<file path="src/rtl/ysyx_23060332_pkg.sv">
// rtl/ysyx_23060332_pkg.sv - shared constants and helpers for the GPR block
package ysyx_23060332_pkg;

  localparam int XLEN_DEF = 32;
  // Widest pending vector popcount() accepts; callers zero-extend into it.
  localparam int POP_W = 256;

  function automatic int REG_AW(input int n);
    if (n <= 2) return 1;
    return $clog2(n);
  endfunction

  function automatic int unsigned popcount(input logic [POP_W-1:0] v);
    int unsigned c;
    c = 0;
    for (int i = 0; i < POP_W; i++) begin
      c = c + {31'b0, v[i]};
    end
    return c;
  endfunction

endpackage

</file>
<file path="src/rtl/ysyx_23060332_scoreboard.sv">
// rtl/ysyx_23060332_scoreboard.sv - pending-write bits and registered pending count
module ysyx_23060332_scoreboard
  import ysyx_23060332_pkg::*;
#(
  parameter int NREG = 32,
  parameter int NWR  = 1,
  parameter int AW   = 5
) (
  input  logic              clk,
  input  logic              rst,
  input  logic              flush,
  input  logic              iss_valid,
  input  logic [AW-1:0]     iss_rd,
  input  logic [NWR-1:0]    wen,
  input  logic [NWR*AW-1:0] waddr,
  output logic [NREG-1:0]   pend,
  output logic [AW:0]       pend_cnt
);

  localparam int CW = AW + 1;

  logic [NREG-1:0]  pend_q;
  logic [NREG-1:0]  pend_d;
  logic [AW:0]      pend_cnt_q;
  logic [AW:0]      pend_cnt_d;
  logic [POP_W-1:0] pend_ext;

  // Applied lowest priority first so later statements win: write clear, issue set, flush.
  always_comb begin
    pend_d = pend_q;
    for (int j = 0; j < NWR; j++) begin
      if (wen[j] && (waddr[j*AW +: AW] != '0)) begin
        pend_d[waddr[j*AW +: AW]] = 1'b0;
      end
    end
    if (iss_valid && (iss_rd != '0)) begin
      pend_d[iss_rd] = 1'b1;
    end
    if (flush) begin
      pend_d = '0;
    end
    pend_d[0] = 1'b0;
  end

  always_comb begin
    pend_ext             = '0;
    pend_ext[NREG-1:0]   = pend_d;
    pend_cnt_d           = CW'(popcount(pend_ext));
  end

  always_ff @(posedge clk) begin
    if (rst) begin
      pend_q     <= '0;
      pend_cnt_q <= '0;
    end else begin
      pend_q     <= pend_d;
      pend_cnt_q <= pend_cnt_d;
    end
  end

  assign pend     = pend_q;
  assign pend_cnt = pend_cnt_q;

endmodule

</file>
<file path="src/rtl/ysyx_23060332_regfile_mp.sv">
// rtl/ysyx_23060332_regfile_mp.sv - multi-port GPR file with write bypass and pending scoreboard
module ysyx_23060332_regfile_mp
  import ysyx_23060332_pkg::*;
#(
  parameter int XLEN   = XLEN_DEF,
  parameter int NREG   = 32,
  parameter int NRD    = 2,
  parameter int NWR    = 1,
  parameter int BYPASS = 1,
  localparam int AW    = REG_AW(NREG)
) (
  input  logic                clk,
  input  logic                rst,
  input  logic [NRD*AW-1:0]   raddr,
  output logic [NRD*XLEN-1:0] rdata,
  output logic [NRD-1:0]      rbusy,
  input  logic                iss_valid,
  input  logic [AW-1:0]       iss_rd,
  input  logic [NWR-1:0]      wen,
  input  logic [NWR*AW-1:0]   waddr,
  input  logic [NWR*XLEN-1:0] wdata,
  input  logic                flush,
  output logic [AW:0]         pend_cnt
);

  logic [XLEN-1:0] regs_q [NREG];
  logic [XLEN-1:0] regs_d [NREG];
  logic [NREG-1:0] pend;

  ysyx_23060332_scoreboard #(
    .NREG (NREG),
    .NWR  (NWR),
    .AW   (AW)
  ) u_scoreboard (
    .clk       (clk),
    .rst       (rst),
    .flush     (flush),
    .iss_valid (iss_valid),
    .iss_rd    (iss_rd),
    .wen       (wen),
    .waddr     (waddr),
    .pend      (pend),
    .pend_cnt  (pend_cnt)
  );

  // Later ports overwrite earlier ones, so the highest index wins a same-address conflict.
  always_comb begin
    regs_d = regs_q;
    for (int j = 0; j < NWR; j++) begin
      if (wen[j] && (waddr[j*AW +: AW] != '0)) begin
        regs_d[waddr[j*AW +: AW]] = wdata[j*XLEN +: XLEN];
      end
    end
  end

  always_ff @(posedge clk) begin
    if (rst) begin
      regs_q <= '{default: '0};
    end else begin
      regs_q <= regs_d;
    end
  end

  for (genvar k = 0; k < NRD; k++) begin : g_rd
    logic [AW-1:0]   ra;
    logic            hit;
    logic [XLEN-1:0] fwd;
    logic [XLEN-1:0] rd;
    logic            busy;

    assign ra = raddr[k*AW +: AW];

    always_comb begin
      hit = 1'b0;
      fwd = '0;
      for (int j = 0; j < NWR; j++) begin
        if (wen[j] && (waddr[j*AW +: AW] == ra)) begin
          hit = 1'b1;
          fwd = wdata[j*XLEN +: XLEN];
        end
      end
    end

    // Reset and x0 both force a clean zero, independent of stored or forwarded data.
    always_comb begin
      rd   = '0;
      busy = 1'b0;
      if (!rst && (ra != '0)) begin
        if ((BYPASS != 0) && hit) begin
          rd = fwd;
        end else begin
          rd   = regs_q[ra];
          busy = pend[ra];
        end
      end
    end

    assign rdata[k*XLEN +: XLEN] = rd;
    assign rbusy[k]              = busy;
  end

endmodule

</file>
<file path="config.mk">
export PLATFORM = sky130hd
export DESIGN_NAME = ysyx_23060332_regfile_mp
export DESIGN_NICKNAME = d
export VERILOG_FILES = /design/src/rtl/ysyx_23060332_pkg.sv /design/src/rtl/ysyx_23060332_scoreboard.sv /design/src/rtl/ysyx_23060332_regfile_mp.sv
export SDC_FILE = /design/constraint.sdc
export NUM_CORES = 2
export LEC_CHECK = 0
export CAP_MARGIN = 20
export CORE_UTILIZATION = 65
export DETAILED_ROUTE_END_ITERATION = 8
export DONT_BUFFER_PORTS = 1
export PLACE_DENSITY = 0.83
export SLEW_MARGIN = 10
export SYNTH_ARGS = -nofsm -noshare
export SYNTH_HDL_FRONTEND = slang
export SYNTH_SLANG_ARGS = --single-unit
</file>
<file path="constraint.sdc">
create_clock -name clk -period 22.5 [get_ports clk]
set_clock_uncertainty 0.2 [all_clocks]
set_input_delay 4.5 -clock clk [delete_from_list [all_inputs] [get_ports clk]]
set_output_delay 4.5 -clock clk [all_outputs]
set_load 0.005 [all_outputs]
</file>
==> run metrics <==
Avg WL per Cell=29.27 µm; IO Port Bufs=0; fin cells=6897; Sum Neg Setup Slack=0 ns; FMAX=82.65 MHz; sequential share of the synthesized area=0.3851; DRC viols=46; Critical Path Start Type=input port; Hold Slack=~0.26 ns; failing checks=DRC; Final min period=12.10 ns; I/O Pins=129; Pre-antenna DRT Iters=9; synthesized cell area=0.05516 mm²; row count=between 100 and 150; final core utilization=0.6966; Antenna Nets Post-Route=0; hpwl dp=107900 µm; pin count of the biggest net entering global routing=1036; Mapped Nets=6212; all-layer global routing usage=0.4604; Clock Sink Count=roughly 1100; Final GP Congestion=0.9542; share of layout cells above drive strength 1=0.1531; Peak supply drop=59.24 µV; die footprint=about 0.086 mm²; vias in the first global route=48723; die width=293.3 µm; area grow syn2layout=5.854%; first-pass GRT wire length=between 200000 and 300000 µm; Final Hold Vio Count=0; worst hold-check path type=register to register; grt ovf=0; Clock Pin Slew Worst Setup and Hold Paths=approximately 0.06 ns; hold buffer count at CTS=0; Critical Path End Type=output port; via count=50573; critical path required time=roughly 18 ns; Final #Nets=5762; #FFs+latches synth=1061; Final Setup Violations=0; initial antenna violation count=8; clock root cell=clkbuf_16; maximum clock insertion buffer count=3; Cell Area, Placed=between 0.05 and 0.06 mm²; Worst-Margin Slew=1.379 ns; Skew-Pair Late Insertion Delay=0.71 ns; post-place setup slack=11.14 ns; core area=0.08382 mm²; Slew Viols, Final=0; die height=293.3 µm; Worst Path Max Fanout=249; Tot Pwr=4.038 mW; H-Tree Depth=3; status=finished, violations left; Final WS setup=10.40 ns; Final Routed Wirelength=201900 µm; Synth Flop Type=dfxtp_1; FFs w/ async S/R, synth=0; pwr/cell area=69.16 mW/mm²; Avg Vias per Cell=7.333; Synth cell types=59; RSZ-0062 raised after global routing=false; placed cells=6693; max cap viols=0; Yosys warning total=0; Crit path arrival time=7.40 ns; fin area=0.05839 mm²; final critical-path share of the clock period=0.5377; number of synthesized flops with an enable pin=0; Leak Pwr=19.03 nW; CTS tree=done; Initial Utilization=0.6581; post-CTS resize count=0; CTS Buf Count=107; Synth Instances=6123; Slew HR=0.08066; 1st-iter DRT viols=9808; number of setup buffers added after CTS=0; Avg Cell Area, Syn=9.009 µm²; Fillers=between 5000 and 6000; critical path type=input port to output port
## cell families after synthesis
logic type | after synthesis | synth area share
compound gates | 1284 | 0.1272
xor+xnor | 12 | 0.001905
fa+ha+maj | 32 | 0.01039
buf+inv | 676 | 0.05677
flops | 1061 | 0.3851
mux | 714 | 0.2511
simple gates | 2344 | 0.1676
## worst max-delay path, cell delays in order
cell and delay [ns]:
buf_16 0.39, a21oi_1 0.49, o21ai_2 0.29, a2111oi_0 1.07, a221o_1 0.37
## state kept, by name, summed over array words and instances, names as in the netlist
signal,cells
regs_q,1024
u_scoreboard.pend,31
u_scoreboard.pend_cnt,6
## layout by cell type, fill, tap and decap left out, drive strengths merged, types with 5 or more instances in the layout
cell type  netlist  layout
ha               9       9
a22oi           29      29
o22ai           72      72
a31oi            9       9
a32oi            6       6
and2            14      14
a221o           21      21
mux2            16      16
a32o            30      30
xnor2           11      11
a211oi           7       7
or2             24      24
a2111oi          5       5
bufinv           0      13
a21oi         1060    1060
o2111a           8       8
nor2b           45      45
mux4           529     529
and3             5       5
nand3            5       5
clkbuf         410     159
fa              23      23
mux2i          169     169
buf            233      83
nand2         2080    2080
dfxtp         1061    1061
inv             32      35
clkinv           0      19
nor3            25      25
o21ai           21      21
nand2b          10      10
nor2           102     102
nor4            17      17
## layout make-up
cell class                      count  area, µm²  share of cell area
Multi-Input combinational cell   4386      31120              0.5330
Sequential cell                  1061      21240              0.3638
Clock buffer                      157       3188             0.05460
Tap cell                         1134       1419             0.02430
Timing Repair Buffer               85      713.2             0.01221
Clock inverter                     39      579.3            0.009921
Inverter                           32      120.1            0.002057
Antenna cell                        3      7.507           0.0001286
## synth_stat cells, types with 6 or more instances
cell / instances / area (µm²)
a211oi_1: 7 / 52.55
a21oi_1: 1060 / 5305
a221o_1: 21 / 210.2
a22oi_1: 29 / 217.7
a31oi_1: 9 / 56.30
a32o_1: 30 / 300.3
a32oi_1: 6 / 52.55
and2_1: 13 / 81.33
buf_1: 22 / 82.58
buf_2: 127 / 635.6
buf_4: 63 / 473.0
buf_6: 19 / 214.0
clkbuf_1: 406 / 1524
dfxtp_1: 1061 / 21240
fa_1: 23 / 460.4
ha_1: 9 / 112.6
inv_1: 32 / 120.1
mux2_2: 16 / 180.2
mux2i_1: 169 / 1692
mux4_1: 18 / 473.0
mux4_2: 511 / 11510
nand2_1: 2080 / 7807
nand2b_1: 10 / 62.56
nor2_1: 101 / 379.1
nor2b_1: 45 / 281.5
nor3_1: 20 / 100.1
nor4_1: 13 / 81.33
o2111a_1: 8 / 90.09
o21ai_0: 20 / 100.1
o22ai_1: 72 / 450.4
or2_2: 24 / 150.1
xnor2_1: 11 / 96.34
## path summary, 6_finish.rpt
check / from / to / slack, ns / depth (start not counted)
worst min register to register: regs_q[845] / regs_q[845] / 0.26 / 2
worst min-delay path: regs_q[845] / regs_q[845] / 0.26 / 2
worst max register to register: u_scoreboard.pend[21] / u_scoreboard.pend_cnt[4] / 17.02 / 17
worst max-delay path: rst / rdata[60] / 10.40 / 5
## report_power, final
group	leakage [nW]	switching (mW)	total [mW]	internal [mW]
clock network	1.85	0.794	1.92	1.13
logic	8.62	0.123	0.213	0.0894
registers	8.55	0.0104	1.90	1.89
total	19.0	0.927	4.04	3.11
## routing by layer
layer,part of all wire,vias to the layer above,global-route usage
met3,0.17,1503,0.1904
met5,0.00075,-,0.007374
met2,0.41,4881,0.6586
met4,0.10,10,0.3725
met1,0.31,23706,0.5433
li1,-,20473,-
(Power assumes the default switching activity.)
